===== src/rtl/approx_mult_pkg.sv =====
// Shared definitions for the approximate-multiplier MAC datapath:
// default product width, accumulator FSM state type and the saturation constant.
package approx_mult_pkg;

  localparam int unsigned PROD_W_DEF = 16;

  typedef enum logic [1:0] {
    IDLE  = 2'd0,
    ACCUM = 2'd1,
    HOLD  = 2'd2
  } acc_state_e;

  // All-ones value of width w (w in 1..64), i.e. 2^w - 1.
  function automatic logic [63:0] sat_max(input int unsigned w);
    return {64{1'b1}} >> (64 - w);
  endfunction

endpackage


===== src/rtl/sat_add.sv =====
// Combinational unsigned saturating adder: sum_c = min(a + b, 2^ACC_W - 1).
// Ports:
//   a      ACC_W   running accumulator value
//   b      PROD_W  unsigned addend (zero-extended)
//   sum_c  ACC_W   saturated sum
//   ovf_c  1       true sum did not fit in ACC_W bits
module sat_add
  import approx_mult_pkg::*;
#(
  parameter int unsigned ACC_W  = 24,
  parameter int unsigned PROD_W = PROD_W_DEF
) (
  input  logic [ACC_W-1:0]  a,
  input  logic [PROD_W-1:0] b,
  output logic [ACC_W-1:0]  sum_c,
  output logic              ovf_c
);

  localparam int unsigned SUM_W = ACC_W + 1;
  localparam logic [ACC_W-1:0] SAT_VAL = ACC_W'(sat_max(ACC_W));

  logic [SUM_W-1:0] wide_c;

  // One extra bit is enough: a single PROD_W addend can overflow ACC_W at most once.
  always_comb begin
    wide_c = {1'b0, a} + SUM_W'(b);
    ovf_c  = wide_c[ACC_W];
    sum_c  = ovf_c ? SAT_VAL : wide_c[ACC_W-1:0];
  end

endmodule


===== src/rtl/approx_mac_accum.sv =====
// Streaming saturating accumulator: sums groups of cfg_len unsigned products
// (0 means 2^LEN_W) and presents each group sum with valid/ready handshake.
// Ports:
//   clk, rst           clock, synchronous active-high reset
//   cfg_len            group length, sampled on the first beat of a group
//   in_valid/in_ready  product beat handshake, in_prod the product
//   out_valid/out_ready result handshake
//   out_acc            saturated group sum, out_sat sticky saturation flag
module approx_mac_accum
  import approx_mult_pkg::*;
#(
  parameter int unsigned PROD_W = PROD_W_DEF,
  parameter int unsigned ACC_W  = 24,
  parameter int unsigned LEN_W  = 8
) (
  input  logic              clk,
  input  logic              rst,
  input  logic [LEN_W-1:0]  cfg_len,
  input  logic              in_valid,
  output logic              in_ready,
  input  logic [PROD_W-1:0] in_prod,
  output logic              out_valid,
  input  logic              out_ready,
  output logic [ACC_W-1:0]  out_acc,
  output logic              out_sat
);

  acc_state_e         state_q, state_d;
  logic [ACC_W-1:0]   acc_q, acc_d;
  logic [LEN_W-1:0]   cnt_q, cnt_d;
  logic [LEN_W-1:0]   len_q, len_d;
  logic               sat_q, sat_d;
  logic               in_ready_q, in_ready_d;
  logic               out_valid_q, out_valid_d;

  logic               accept_c;
  logic               last_c;
  logic [ACC_W-1:0]   add_sum_c;
  logic               add_ovf_c;

  sat_add #(
    .ACC_W  (ACC_W),
    .PROD_W (PROD_W)
  ) u_sat_add (
    .a     (acc_q),
    .b     (in_prod),
    .sum_c (add_sum_c),
    .ovf_c (add_ovf_c)
  );

  // Next-state and datapath; in_ready/out_valid are registered from the next state
  // so they depend on state only.
  always_comb begin
    state_d  = state_q;
    acc_d    = acc_q;
    cnt_d    = cnt_q;
    len_d    = len_q;
    sat_d    = sat_q;
    accept_c = in_valid && in_ready_q;
    // Modulo compare makes len_q == 0 close after 2^LEN_W beats.
    last_c   = (cnt_q == (len_q - LEN_W'(1)));

    case (state_q)
      IDLE: begin
        if (accept_c) begin
          len_d   = cfg_len;
          acc_d   = ACC_W'(in_prod);
          cnt_d   = LEN_W'(1);
          sat_d   = 1'b0;
          state_d = (cfg_len == LEN_W'(1)) ? HOLD : ACCUM;
        end
      end
      ACCUM: begin
        if (accept_c) begin
          acc_d = add_sum_c;
          sat_d = sat_q | add_ovf_c;
          cnt_d = cnt_q + LEN_W'(1);
          if (last_c) begin
            state_d = HOLD;
          end
        end
      end
      HOLD: begin
        if (out_valid_q && out_ready) begin
          state_d = IDLE;
        end
      end
      default: state_d = IDLE;
    endcase

    in_ready_d  = (state_d != HOLD);
    out_valid_d = (state_d == HOLD);
  end

  always_ff @(posedge clk) begin
    if (rst) begin
      state_q     <= IDLE;
      acc_q       <= '0;
      cnt_q       <= '0;
      len_q       <= '0;
      sat_q       <= 1'b0;
      in_ready_q  <= 1'b0;
      out_valid_q <= 1'b0;
    end else begin
      state_q     <= state_d;
      acc_q       <= acc_d;
      cnt_q       <= cnt_d;
      len_q       <= len_d;
      sat_q       <= sat_d;
      in_ready_q  <= in_ready_d;
      out_valid_q <= out_valid_d;
    end
  end

  assign in_ready  = in_ready_q;
  assign out_valid = out_valid_q;
  assign out_acc   = acc_q;
  assign out_sat   = sat_q;

endmodule


===== config.mk =====
export PLATFORM = sky130hd
export DESIGN_NAME = approx_mac_accum
export DESIGN_NICKNAME = d
export VERILOG_FILES = /design/src/rtl/approx_mult_pkg.sv /design/src/rtl/sat_add.sv /design/src/rtl/approx_mac_accum.sv
export SDC_FILE = /design/constraint.sdc
export NUM_CORES = 1
export LEC_CHECK = 0
export CORE_MARGIN = 2
export CORE_UTILIZATION = 51
export DETAILED_ROUTE_END_ITERATION = 7
export PLACE_DENSITY = 0.75
export SLEW_MARGIN = 20
export SYNTH_ARGS = -nofsm -noshare
export SYNTH_HDL_FRONTEND = slang
export SYNTH_HIERARCHICAL = 1
export SYNTH_SLANG_ARGS = --single-unit
export TNS_END_PERCENT = 30

===== constraint.sdc =====
create_clock -name clk -period 5.4 [get_ports clk]
set_input_delay 1.35 -clock clk [delete_from_list [all_inputs] [get_ports clk]]
set_output_delay 1.35 -clock clk [all_outputs]
set_load 0.02 [all_outputs]

# --- After elaboration in Yosys (flattened, before gate mapping) ---
# Index checks and enable logic that the tools add are counted.
word_totals:
  output_inout_bits: 27
  ff_bits: 45
op_classes:
  n_reduce_logical: 6
  bitwise: 1
  eq_ne: 8
  muxes: 16
  add_sub_neg: 3
ops:
  columns: ["operator", "count"]
  rows:
  - ["$mux 24", 3]
  - ["$pmux 24 s2", 1]
  - ["$add 24x16->25", 1]
  - ["$mux 8", 2]
  - ["$pmux 8 s2", 1]
  - ["$mux 2", 5]
  - ["$add 8x1->8 const B", 1]
  - ["$eq 8x1->1 const B", 1]
  - ["$eq 8x8->1", 1]
  - ["$sub 8x1->8 const B", 1]
  - ["$ne 2x2->1 const B", 3]
  - ["$pmux 2 s3", 1]
  - ["$eq 2x2->1 const B", 2]
  - ["$reduce_and 3->1", 1]
  - ["$eq 2x1->1 const B", 1]
  - ["$logic_and 1x1->1", 2]
  - ["$logic_not 2->1", 1]
  - ["$mux 1", 2]
  - ["$pmux 1 s2", 1]
  - ["$reduce_and 2->1", 1]
  - ["$reduce_bool 2->1", 1]
  - ["$or 1x1->1", 1]

# --- Depth between registers and ports, before layout ---
# Gate-level depths: netlist of the first run.
depth:
  word_depth: 6
  mapped_depth: 11
  depth_no_buf: 10

# --- Hierarchy ---
# Netlist of the first run, hierarchy kept.
modules_own_cells:
  columns: ["module", "area_each_um2", "cells_per_inst", "seq_area_each_um2", "n_inst"]
  rows:
  - ["approx_mac_accum", 2006.9, 239, 900.9, 1]
  - ["sat_add", 1196.1, 175, 0.0, 1]

# --- Worst setup path before layout of the first run ---
# No wires, ideal clock.
synth_path:
  kind: "input to register"
  start: "input in_prod[0]"
  end: "register acc_q[15] (netlist: out_acc[15])"
  t_required_ps: 5268
  arrival_time_ps: 3344
  path_slack_ps: 1924
  path_stages: 11
  path_buffers: 1
  path_cell_list: "ha_1 > fa_1 > nand3_1 > a211oi_2 > o21ai_2 > a31oi_4 > o21bai_2 > buf_2 > o21ai_0 > o221ai_1 > a21oi_1"
synth_via:
  elab_chain_cells: 4
synth_lines:
  columns: ["item", "line", "text"]
  rows:
  - ["start: declaration", "approx_mac_accum.sv:21", "input logic [PROD_W-1:0] in_prod,"]
  - ["$add 24x16->25", "sat_add.sv:26", "wide_c = {1'b0, a} + SUM_W'(b);"]
  - ["$mux 24", "sat_add.sv:28", "sum_c = ovf_c ? SAT_VAL : wide_c[ACC_W-1:0];"]
  - ["net add_sum_c[15]", "approx_mac_accum.sv:38", "logic [ACC_W-1:0] add_sum_c;"]
  - ["$mux 24", "approx_mac_accum.sv:74", "if (accept_c) begin"]
  - ["$pmux 24 s2", "approx_mac_accum.sv:63", "case (state_q)"]
  - ["end signal: assignment", "approx_mac_accum.sv:98", "acc_q <= '0;"]
  - ["end signal: assignment", "approx_mac_accum.sv:106", "acc_q <= acc_d;"]
  - ["end: declaration", "approx_mac_accum.sv:29", "logic [ACC_W-1:0] acc_q, acc_d;"]
# The timed path passes the listed nets, and every way through them passes these cells. The select of a mux whose other input is x is not followed.
# A chain may end at the register's enable or synchronous reset.

# --- Worst setup path in the final report of the first run ---
# Same ends and word-level chain as after synthesis.

==> impl_metrics.env, run 1 <==
export IMPL_clock_sink_count=45
export IMPL_routabilityCongestion=0.862
export IMPL_start_kind="input pin"
export IMPL_p_switching_mw=0.262
export IMPL_die_area_um2=6930
export IMPL_grt_usage=0.244
export IMPL_cts_tree="done"
export IMPL_drtIter0Drc=212
export IMPL_comb_power_share=0.263
export IMPL_clkTransAtPathRegs_ns=0.09
export IMPL_leakage_nw=1.39
export IMPL_worst_pin_slew_ns=0.998
export IMPL_io_pins=55
export IMPL_final_cells=530
export IMPL_p_per_area_nw_per_um2=206
export IMPL_crit_arrival_ns=4.57
export IMPL_cts_hold_buf=0
export IMPL_p_seq_frac=0.449
export IMPL_vias=3276
export IMPL_cts_buffers=5
export IMPL_setup_violations=0
export IMPL_min_period_over_period=0.810
export IMPL_diodes=0
export IMPL_dp_cells=522
export IMPL_first_pass_iters=5
export IMPL_port_buffers=54
export IMPL_grt_max_degree=27
export IMPL_rsz0062_at_grt="no"
export IMPL_layout_drive_gt1_share=0.0549
export IMPL_synth_edff_count=0
export IMPL_layout_common_cells="nand2_1, clkdlybuf4s50_1, a21oi_1"
export IMPL_ir_drop_mv=0.129
export IMPL_path_cells="clkdlybuf4s50_1, ha_1, fa_1, nand3_1, a211oi_2, o21ai_2, a31oi_4, o21bai_2, o21ai_0, o221ai_1, a21oi_1"
export IMPL_fmax_mhz=229
export IMPL_overflow=0
export IMPL_layout_commonest_cell="nand2_1"
export IMPL_die_h_um=83.3
export IMPL_synth_area_um2=3200
export IMPL_cts_root_buf="clkbuf_8"
export IMPL_drv_slew=0
export IMPL_hold_slack_ns=0.476
export IMPL_maxSlewHeadroom=0.334
export IMPL_detail_route_antenna_nets=0
export IMPL_antenna_found_initial=0
export IMPL_avgSynthCellArea_um2=7.74
export IMPL_p_clk_frac=0.288
export IMPL_required_ns=5.59
export IMPL_min_period_ns=4.38
export IMPL_wl_per_cell_um=15.5
export IMPL_wl_um=8220
export IMPL_core_um2=5990
export IMPL_htree_levels=2
export IMPL_ys_flop_type="dfxtp_1"
export IMPL_synth_nets=461
export IMPL_synth_async_reset_ratio=0
export IMPL_dieWidth_um=83.3
export IMPL_grt_first_pass_wirelength_um=14500
export IMPL_clk_latency_ns=0.31
export IMPL_status="finished, final reports clean"
export IMPL_syn_inst=414
export IMPL_syn_to_final_growth_pct=20.3
export IMPL_cap_violations=0
export IMPL_cp_max_fo=23
export IMPL_rows=28
export IMPL_r2r_cells=10
export IMPL_fillerInstances=546
export IMPL_slowest_delay_ns=0.80
export IMPL_ys_warn_count=6
export IMPL_crit_family="compound AO/OA/AOI/OAI gates"
export IMPL_yosysUniqueCellTypes=65
export IMPL_criticalPathCategory="in2reg"
export IMPL_hold_viol=0
export IMPL_slowest_stage="o21bai_2"
export IMPL_clock_skew_ns=0.0102
export IMPL_end_kind="flop"
export IMPL_grt_pass1_vias=3197
export IMPL_fin_nets=501
export IMPL_ys_seq_area_frac=0.281
export IMPL_hold_depth=2
export IMPL_p_sw_frac=0.330
export IMPL_via_per_inst=6.18
export IMPL_path_depth=11
export IMPL_cp_buffers_inverters=1
export IMPL_start_util=0.535
export IMPL_finalSetupTns_ns=0
export IMPL_drc=0
export IMPL_holdCritPathClass="reg2reg"
export IMPL_p_int_mw=0.531
export IMPL_dp_hpwl_um=5960
export IMPL_clockBufferDepth=2
export IMPL_cts_setup_buffers=0
export IMPL_synth_seq_cells=45
export IMPL_cts_resized=0
routing by layer:
layer | vias to the layer above | part of all wire | track usage
met3 | 16 | 0.055 | 0.0467
li1 | 1602 | - | -
met1 | 1550 | 0.45 | 0.314
met5 | - | 0 | 0
met2 | 108 | 0.48 | 0.410
met4 | 0 | 0.019 | 0.0835
Yosys cell counts (4+ instances only):
| master | number | area share |
|---|---|---|
| xor2_1 | 11 | 0.030 |
| nand4_1 | 10 | 0.020 |
| o21ai_0 | 10 | 0.016 |
| nor3_1 | 10 | 0.016 |
| o21a_1 | 8 | 0.019 |
| nor4_1 | 4 | 0.0078 |
| xnor2_1 | 17 | 0.046 |
| dfxtp_1 | 45 | 0.28 |
| nand3_1 | 6 | 0.0094 |
| o221ai_1 | 16 | 0.044 |
| a211oi_1 | 4 | 0.0094 |
| a21oi_1 | 46 | 0.072 |
| ha_1 | 18 | 0.070 |
| nand2_1 | 72 | 0.084 |
| nor2_1 | 28 | 0.033 |
| a22oi_1 | 11 | 0.026 |
| inv_1 | 11 | 0.013 |
| o31a_1 | 4 | 0.011 |
| o211ai_1 | 5 | 0.012 |
| clkbuf_1 | 19 | 0.022 |
cell type report:
type,instances,area [µm²],share of cell area
Clock buffer,5,68.8,0.0179
Inverter,11,41.3,0.0107
Clock inverter,3,25.0,0.00649
Timing Repair Buffer,56,556,0.144
Sequential cell,45,901,0.234
Tap cell,75,93.8,0.0244
Multi-Input combinational cell,335,2170,0.563
flip-flops by register name, summed over array words and instances, names as in the netlist:
signal,cells
in_ready,1
out_valid,1
out_sat,1
out_acc,24
len_q,8
cnt_q,8
state_q,2
power by group through the flow:
stage | logic, mW | clock network, mW | registers, mW
finish | 0.209 | 0.228 | 0.356
detailed placement | 0.206 | 0 | 0.364
CTS | 0.208 | 0.234 | 0.356
global placement | 0.203 | 0 | 0.363
floorplan | 0.133 | 0 | 0.370
global route | 0.232 | 0.247 | 0.358
logic make-up after synthesis:
group / count (synthesis) / synth area share
and+or+nand+nor: 153 / 0.221
DFF: 45 / 0.281
buffers and inverters: 34 / 0.0418
adders and majority gates: 19 / 0.0766
muxes: 2 / 0.00820
xor gates and xnor gates: 28 / 0.0766
AOI/OAI and AO/OA: 133 / 0.295
path summary, 6_finish.rpt:
kind | from | slack (ns) | endpoint
hold reg to reg | out_sat$_SDFFE_PP0P_ | 0.48 | out_sat$_SDFFE_PP0P_
setup / recovery | in_prod[0] | 1.02 | out_acc[15]$_SDFFE_PP0P_
hold / removal | out_sat$_SDFFE_PP0P_ | 0.48 | out_sat$_SDFFE_PP0P_
setup reg to reg | out_acc[0]$_SDFFE_PP0P_ | 2.16 | out_acc[15]$_SDFFE_PP0P_
through the flow:
stage	power, mW	util	area, µm²	worst slack [ns]
floorplan	0.503	-	3200	1.92
global placement	0.566	0.628	3760	0.885
detailed placement	0.570	0.628	3760	0.719
CTS	0.798	0.643	3850	1.05
global route	0.838	0.643	3850	0.797
finish	0.793	0.643	3850	1.02
worst min-delay path: cells and delay by family (launching register included):
kind            cells  cell delay (ns)
compound gates      1             0.04
simple gates        1             0.07
flops               1             0.34
(Power assumes the default switching activity.)
==> run 2: changes to the inputs <==
--- a/config.mk
+++ b/config.mk
@@ -6,9 +6,9 @@
 export NUM_CORES = 1
 export LEC_CHECK = 0
 export CORE_MARGIN = 2
-export CORE_UTILIZATION = 51
+export CORE_UTILIZATION = 49
 export DETAILED_ROUTE_END_ITERATION = 7
-export PLACE_DENSITY = 0.75
+export PLACE_DENSITY = 0.76
 export SLEW_MARGIN = 20
 export SYNTH_ARGS = -nofsm -noshare
 export SYNTH_HDL_FRONTEND = slang
==> constraint.sdc (replaced) <==
create_clock -name clk -period 3.7 [get_ports clk]
set_input_delay 0.925 -clock clk [delete_from_list [all_inputs] [get_ports clk]]
set_output_delay 0.925 -clock clk [all_outputs]
set_load 0.02 [all_outputs]
==> impl_metrics.env, run 2 (synthesized netlist as in run 1, its figures left out) <==
export IMPL_finalPower_mw=1.16
export IMPL_layout_drive_gt1_share=0.0652
export IMPL_finalSetupTns_ns=0
export IMPL_drc=0
export IMPL_start_util=0.504
export IMPL_path_depth=12
export IMPL_min_period_ns=3.34
export IMPL_core_um2=6350
export IMPL_holdCritPathClass="reg2reg"
export IMPL_dp_cells=529
export IMPL_cap_violations=0
export IMPL_routabilityCongestion=0.905
export IMPL_fillerInstances=559
export IMPL_p_per_area_nw_per_um2=298
export IMPL_port_buffers=54
export IMPL_crit_arrival_ns=3.51
export IMPL_layout_setup_ws_ns=0.359
export IMPL_drv_slew=0
export IMPL_worst_pin_slew_ns=0.773
export IMPL_r2r_cells=11
export IMPL_vias=3261
export IMPL_path_cells="clkdlybuf4s50_1, ha_1, fa_1, nand3_1, a211oi_2, o21ai_2, a31oi_4, o21bai_2, buf_4, nand2_1, o221ai_1, a21oi_1"
export IMPL_cts_tree="done"
export IMPL_pre_cts_ws_ns=0.0466
export IMPL_cp_max_fo=12
export IMPL_clk_latency_ns=0.31
export IMPL_required_ns=3.87
export IMPL_final_cells=537
export IMPL_die_h_um=84.9
export IMPL_detail_route_antenna_nets=0
export IMPL_grt_pass1_vias=3118
export IMPL_slowest_stage="clkdlybuf4s50_1"
export IMPL_multi_input_area_um2=2170
export IMPL_cts_hold_buf=0
export IMPL_clock_skew_ns=0.0120
export IMPL_leakage_nw=1.42
export IMPL_drtIter0Drc=179
export IMPL_grt_usage=0.235
export IMPL_first_pass_iters=4
export IMPL_cts_resized=0
export IMPL_rows=29
export IMPL_wl_per_cell_um=15.6
export IMPL_slowest_delay_ns=0.43
export IMPL_grt_max_degree=27
export IMPL_start_kind="input pin"
export IMPL_crit_family="compound AO/OA/AOI/OAI gates"
export IMPL_largest_register_ffs=24
export IMPL_status="finished, final reports clean"
export IMPL_end_kind="flop"
export IMPL_layout_common_cells="nand2_1, clkdlybuf4s50_1, a21oi_1"
export IMPL_dieWidth_um=84.9
export IMPL_criticalPathCategory="in2reg"
export IMPL_die_area_um2=7200
export IMPL_fin_nets=506
export IMPL_min_period_over_period=0.903
export IMPL_clock_sink_count=45
export IMPL_via_per_inst=6.07
export IMPL_fmax_mhz=299
export IMPL_rsz0062_at_grt="no"
export IMPL_syn_to_final_growth_pct=21.6
export IMPL_cts_root_buf="clkbuf_8"
export IMPL_grt_first_pass_wirelength_um=14100
export IMPL_io_pins=55
export IMPL_diodes=0
export IMPL_wl_um=8380
export IMPL_maxSlewHeadroom=0.481
export IMPL_overflow=0
export IMPL_antenna_found_initial=0
export IMPL_clockBufferDepth=2
export IMPL_cts_buffers=5
export IMPL_htree_levels=2
export IMPL_ir_drop_mv=0.180
export IMPL_hold_depth=2
export IMPL_clkTransAtPathRegs_ns=0.09
export IMPL_layout_commonest_cell="nand2_1"
export IMPL_register_area_um2=901
export IMPL_hold_viol=0
export IMPL_setup_violations=0
export IMPL_cp_buffers_inverters=2
export IMPL_dp_hpwl_um=6060
export IMPL_cts_setup_buffers=0
-- run 2: worst paths after layout --
| path | from | end | slack (ns) |
|---|---|---|---|
| worst max-delay path | in_prod[0] | out_acc[12]$_SDFFE_PP0P_ | 0.36 |
| worst min-delay path | out_sat$_SDFFE_PP0P_ | out_sat$_SDFFE_PP0P_ | 0.47 |
| worst max register to register | out_acc[0]$_SDFFE_PP0P_ | out_acc[12]$_SDFFE_PP0P_ | 1.06 |
| worst min register to register | out_sat$_SDFFE_PP0P_ | out_sat$_SDFFE_PP0P_ | 0.47 |
-- run 2: power by group --
| group | switching, mW | total (mW) | internal, mW |
|---|---|---|---|
| combinational | 0.170 | 0.308 | 0.138 |
| sequential | 0.0186 | 0.520 | 0.501 |
| clock | 0.182 | 0.334 | 0.152 |
-- run 2: area by class of cell --
class,count,share of cell area
Clock buffer,6,0.0212
Clock inverter,2,0.00353
Inverter,11,0.0106
Multi-Input combinational cell,335,0.557
Sequential cell,45,0.231
Tap cell,77,0.0247
Timing Repair Buffer,61,0.152
-- run 2: per-stage QoR --
step                hold slack, ns   util  area [µm²]
floorplan                    0.448      -        3200
global placement             0.462  0.598        3800
detailed placement           0.458  0.598        3800
CTS                          0.478  0.614        3900
global route                 0.507  0.614        3900
finish                       0.471  0.614        3900
-- run 2: per-layer routing --
layer  GRT usage  vias up  wire length [µm]
met4      0.0736        0               127
li1            -     1609                 -
met2       0.397       89              4050
met3      0.0428       17               366
met1       0.307     1546              3830
met5           0        -                 0
-- run 2: worst register-to-register path: stages (launching register included) --
cell and delay (ns):
dfxtp_1 0.34, ha_1 0.24, fa_1 0.43, nand3_1 0.16
a211oi_2 0.12, o21ai_2 0.28, a31oi_4 0.15, o21bai_2 0.20
buf_4 0.22, nand2_1 0.08, o221ai_1 0.19, a21oi_1 0.09
==> patch, RTL diff (settings of run 2) <==
Reset style: asynchronous (`rst`), changed in one clocked block. Comments in the files are not updated.
--- a/src/rtl/approx_mac_accum.sv
+++ b/src/rtl/approx_mac_accum.sv
@@ -92,7 +92,7 @@
     out_valid_d = (state_d == HOLD);
   end
 
-  always_ff @(posedge clk) begin
+  always_ff @(posedge clk or posedge rst) begin
     if (rst) begin
       state_q     <= IDLE;
       acc_q       <= '0;
Function: differs if rst is asserted again (counterexample within 4 cycles, from zero or initial values and one cycle with rst high); with rst held inactive, the same outputs for 10 cycles.
==> patch against run 2 <==
Clock skew rose by 0.00050 ns. First-iteration DRC count fell by 2.2%. Routed wire length rose by 0.24%. Sequential cell count did not move. Synthesized cell count fell by 7.2%. Die area rose by 5.0%. Global-route usage fell by 0.64 points. Design area rose by 5.7%. Hold slack improved by 0.050 ns. Worst setup slack improved by 0.10 ns. Synthesized area rose by 5.3%. Critical path type unchanged. Highest routed layer unchanged.
Power is not compared: it rests on default switching activity, and its combinational part moved more than twofold at a synthesized area within 25%.
==> patch: results (changes against run 2) <==
metric,value,unit,change
grt_pass1_vias,2909,,-6.7%
ys_types,66,,+1.5%
synthArstFlopShare,100,%,+100 points
fin_nets,483,,-4.5%
p_leak,1.74,nW,
crit_fanout,14,,+2
hpwlAfterDp,6.10,mm,+0.55%
synth_common_cells,"57 x nand2_1, 45 x dfrtp_1, 22 x a21oi_1",,
relSlewSlack,50.3,%,+2.2 points
htreeDepth,2,,unchanged
synth-main-ff-cell,dfrtp_1,,
dr.pass1.iters,6,,+2
ys_top_cells_by_area,"dfrtp_1 33%, ha_1 6.7%, nand2_1 6.3%",,
track_usage,22.9,%,-0.64 points
place_congestion,0.963,,+6.4%
drtIter0Drc,175,,-2.2%
routed_via_density,6.00,,-1.2%
power_switching,0.00159,W,
port_buffers,54,,unchanged
largest_reg_flops,24,,unchanged
cp.arrival,3.43,ns,-0.08 ns
status,completed,,
drive_gt1_share,7.32,%,+0.80 points
grt_start_max_net_pins,32,,+19%
wl_per_cell,16.2,µm,+4.1%
fin_skew,0.0125,ns,+0.000503 ns
synth_nets,431,,-6.5%
grt_remaining_overflow,0,,unchanged
fill_cells,567,,+1.4%
pre_cts_ws,0.196,ns,+0.150 ns
grt_pass1_wl,14.0,mm,-1.0%
ys.warnings.count,6,,unchanged
antenna_found_initial,0,,unchanged
ys_seq_area_share,33.4,%,+5.3 points
[patch: cell types whose count changed in the layout (fill, tap and decap cells not counted), sizes merged, moves of 5 or more]
| cell | run 2 | this run |
|---|---|---|
| dfxtp | 45 | 0 |
| o221ai | 16 | 0 |
| dfrtp | 0 | 45 |
| nand2 | 72 | 57 |
| a22oi | 11 | 0 |
| a21oi | 47 | 23 |
| nor2 | 29 | 17 |
| o22ai | 0 | 15 |
| mux2 | 2 | 7 |
| o21ai | 12 | 34 |
| xnor2 | 17 | 12 |
| a22o | 0 | 9 |
[patch: path summary, 6_finish.rpt]
kind                            start     endpoint  slack [ns]  cells after the start
max                        in_prod[0]  out_acc[15]        0.46                     12
min                          len_q[7]     len_q[7]        0.52                      1
max reg2reg                out_acc[0]  out_acc[15]        1.10                     11
min reg2reg                  len_q[7]     len_q[7]        0.52                      1
max in group asynchronous         rst      out_sat        1.97                      3
min in group asynchronous         rst   state_q[1]        0.96                      2
[patch: cell type report]
type	count	area share [%]
multi-input cells	312	51.6
flip-flops and latches	45	27.4
repair buffers	61	14.4
well taps	80	2.43
clock buffers	5	1.67
clock inverters	3	1.58
inverters	11	1.00
[patch: power groups by stage]
stage / clock network (W) / logic, W / registers (W)
floorplan: 0 / 0.00152 / 0.000988
global placement: 0 / 0.00211 / 0.000918
detailed placement: 0 / 0.00216 / 0.000925
CTS: 0.000465 / 0.00217 / 0.000917
global route: 0.000479 / 0.00242 / 0.000948
finish: 0.000451 / 0.00219 / 0.000916
[patch: worst max-delay path, cell delays in order]
cell,delay (ns)
clkdlybuf4s50_1,0.44
ha_1,0.24
fa_1,0.42
nand3_1,0.16
a211oi_2,0.11
o21ai_2,0.22
a31oi_4,0.14
o21bai_2,0.19
buf_4,0.23
o21ai_0,0.11
o22ai_1,0.17
o21ai_1,0.08
[patch: metrics by stage]
step / instances / hold slack, ns / power [W] / cell area, µm² / util (%)
floorplan: 384 / 0.477 / 0.00251 / 3370 / -
global placement: 509 / 0.495 / 0.00303 / 3980 / 59.3
detailed placement: 509 / 0.488 / 0.00308 / 3980 / 59.3
CTS: 517 / 0.529 / 0.00356 / 4120 / 61.3
global route: 517 / 0.554 / 0.00384 / 4120 / 61.3
finish: 517 / 0.521 / 0.00356 / 4120 / 61.3
[patch: cell families (layout without fill, tap and decap cells)]
logic type,count (synthesis),count (layout),share of synthesized area [%]
compound gates,131,131,27.3
xor+xnor,24,24,6.23
fa+ha+maj,19,19,7.27
flops,45,45,33.4
buf+inv,27,80,3.67
simple gates,131,131,19.6
mux,7,7,2.45
[patch: per-layer routing]
layer | wire length (µm) | global-route usage [%]
met5 | 0 | 0
met4 | 114 | 7.24
met3 | 342 | 3.32
met2 | 4010 | 37.3
met1 | 3930 | 31.3
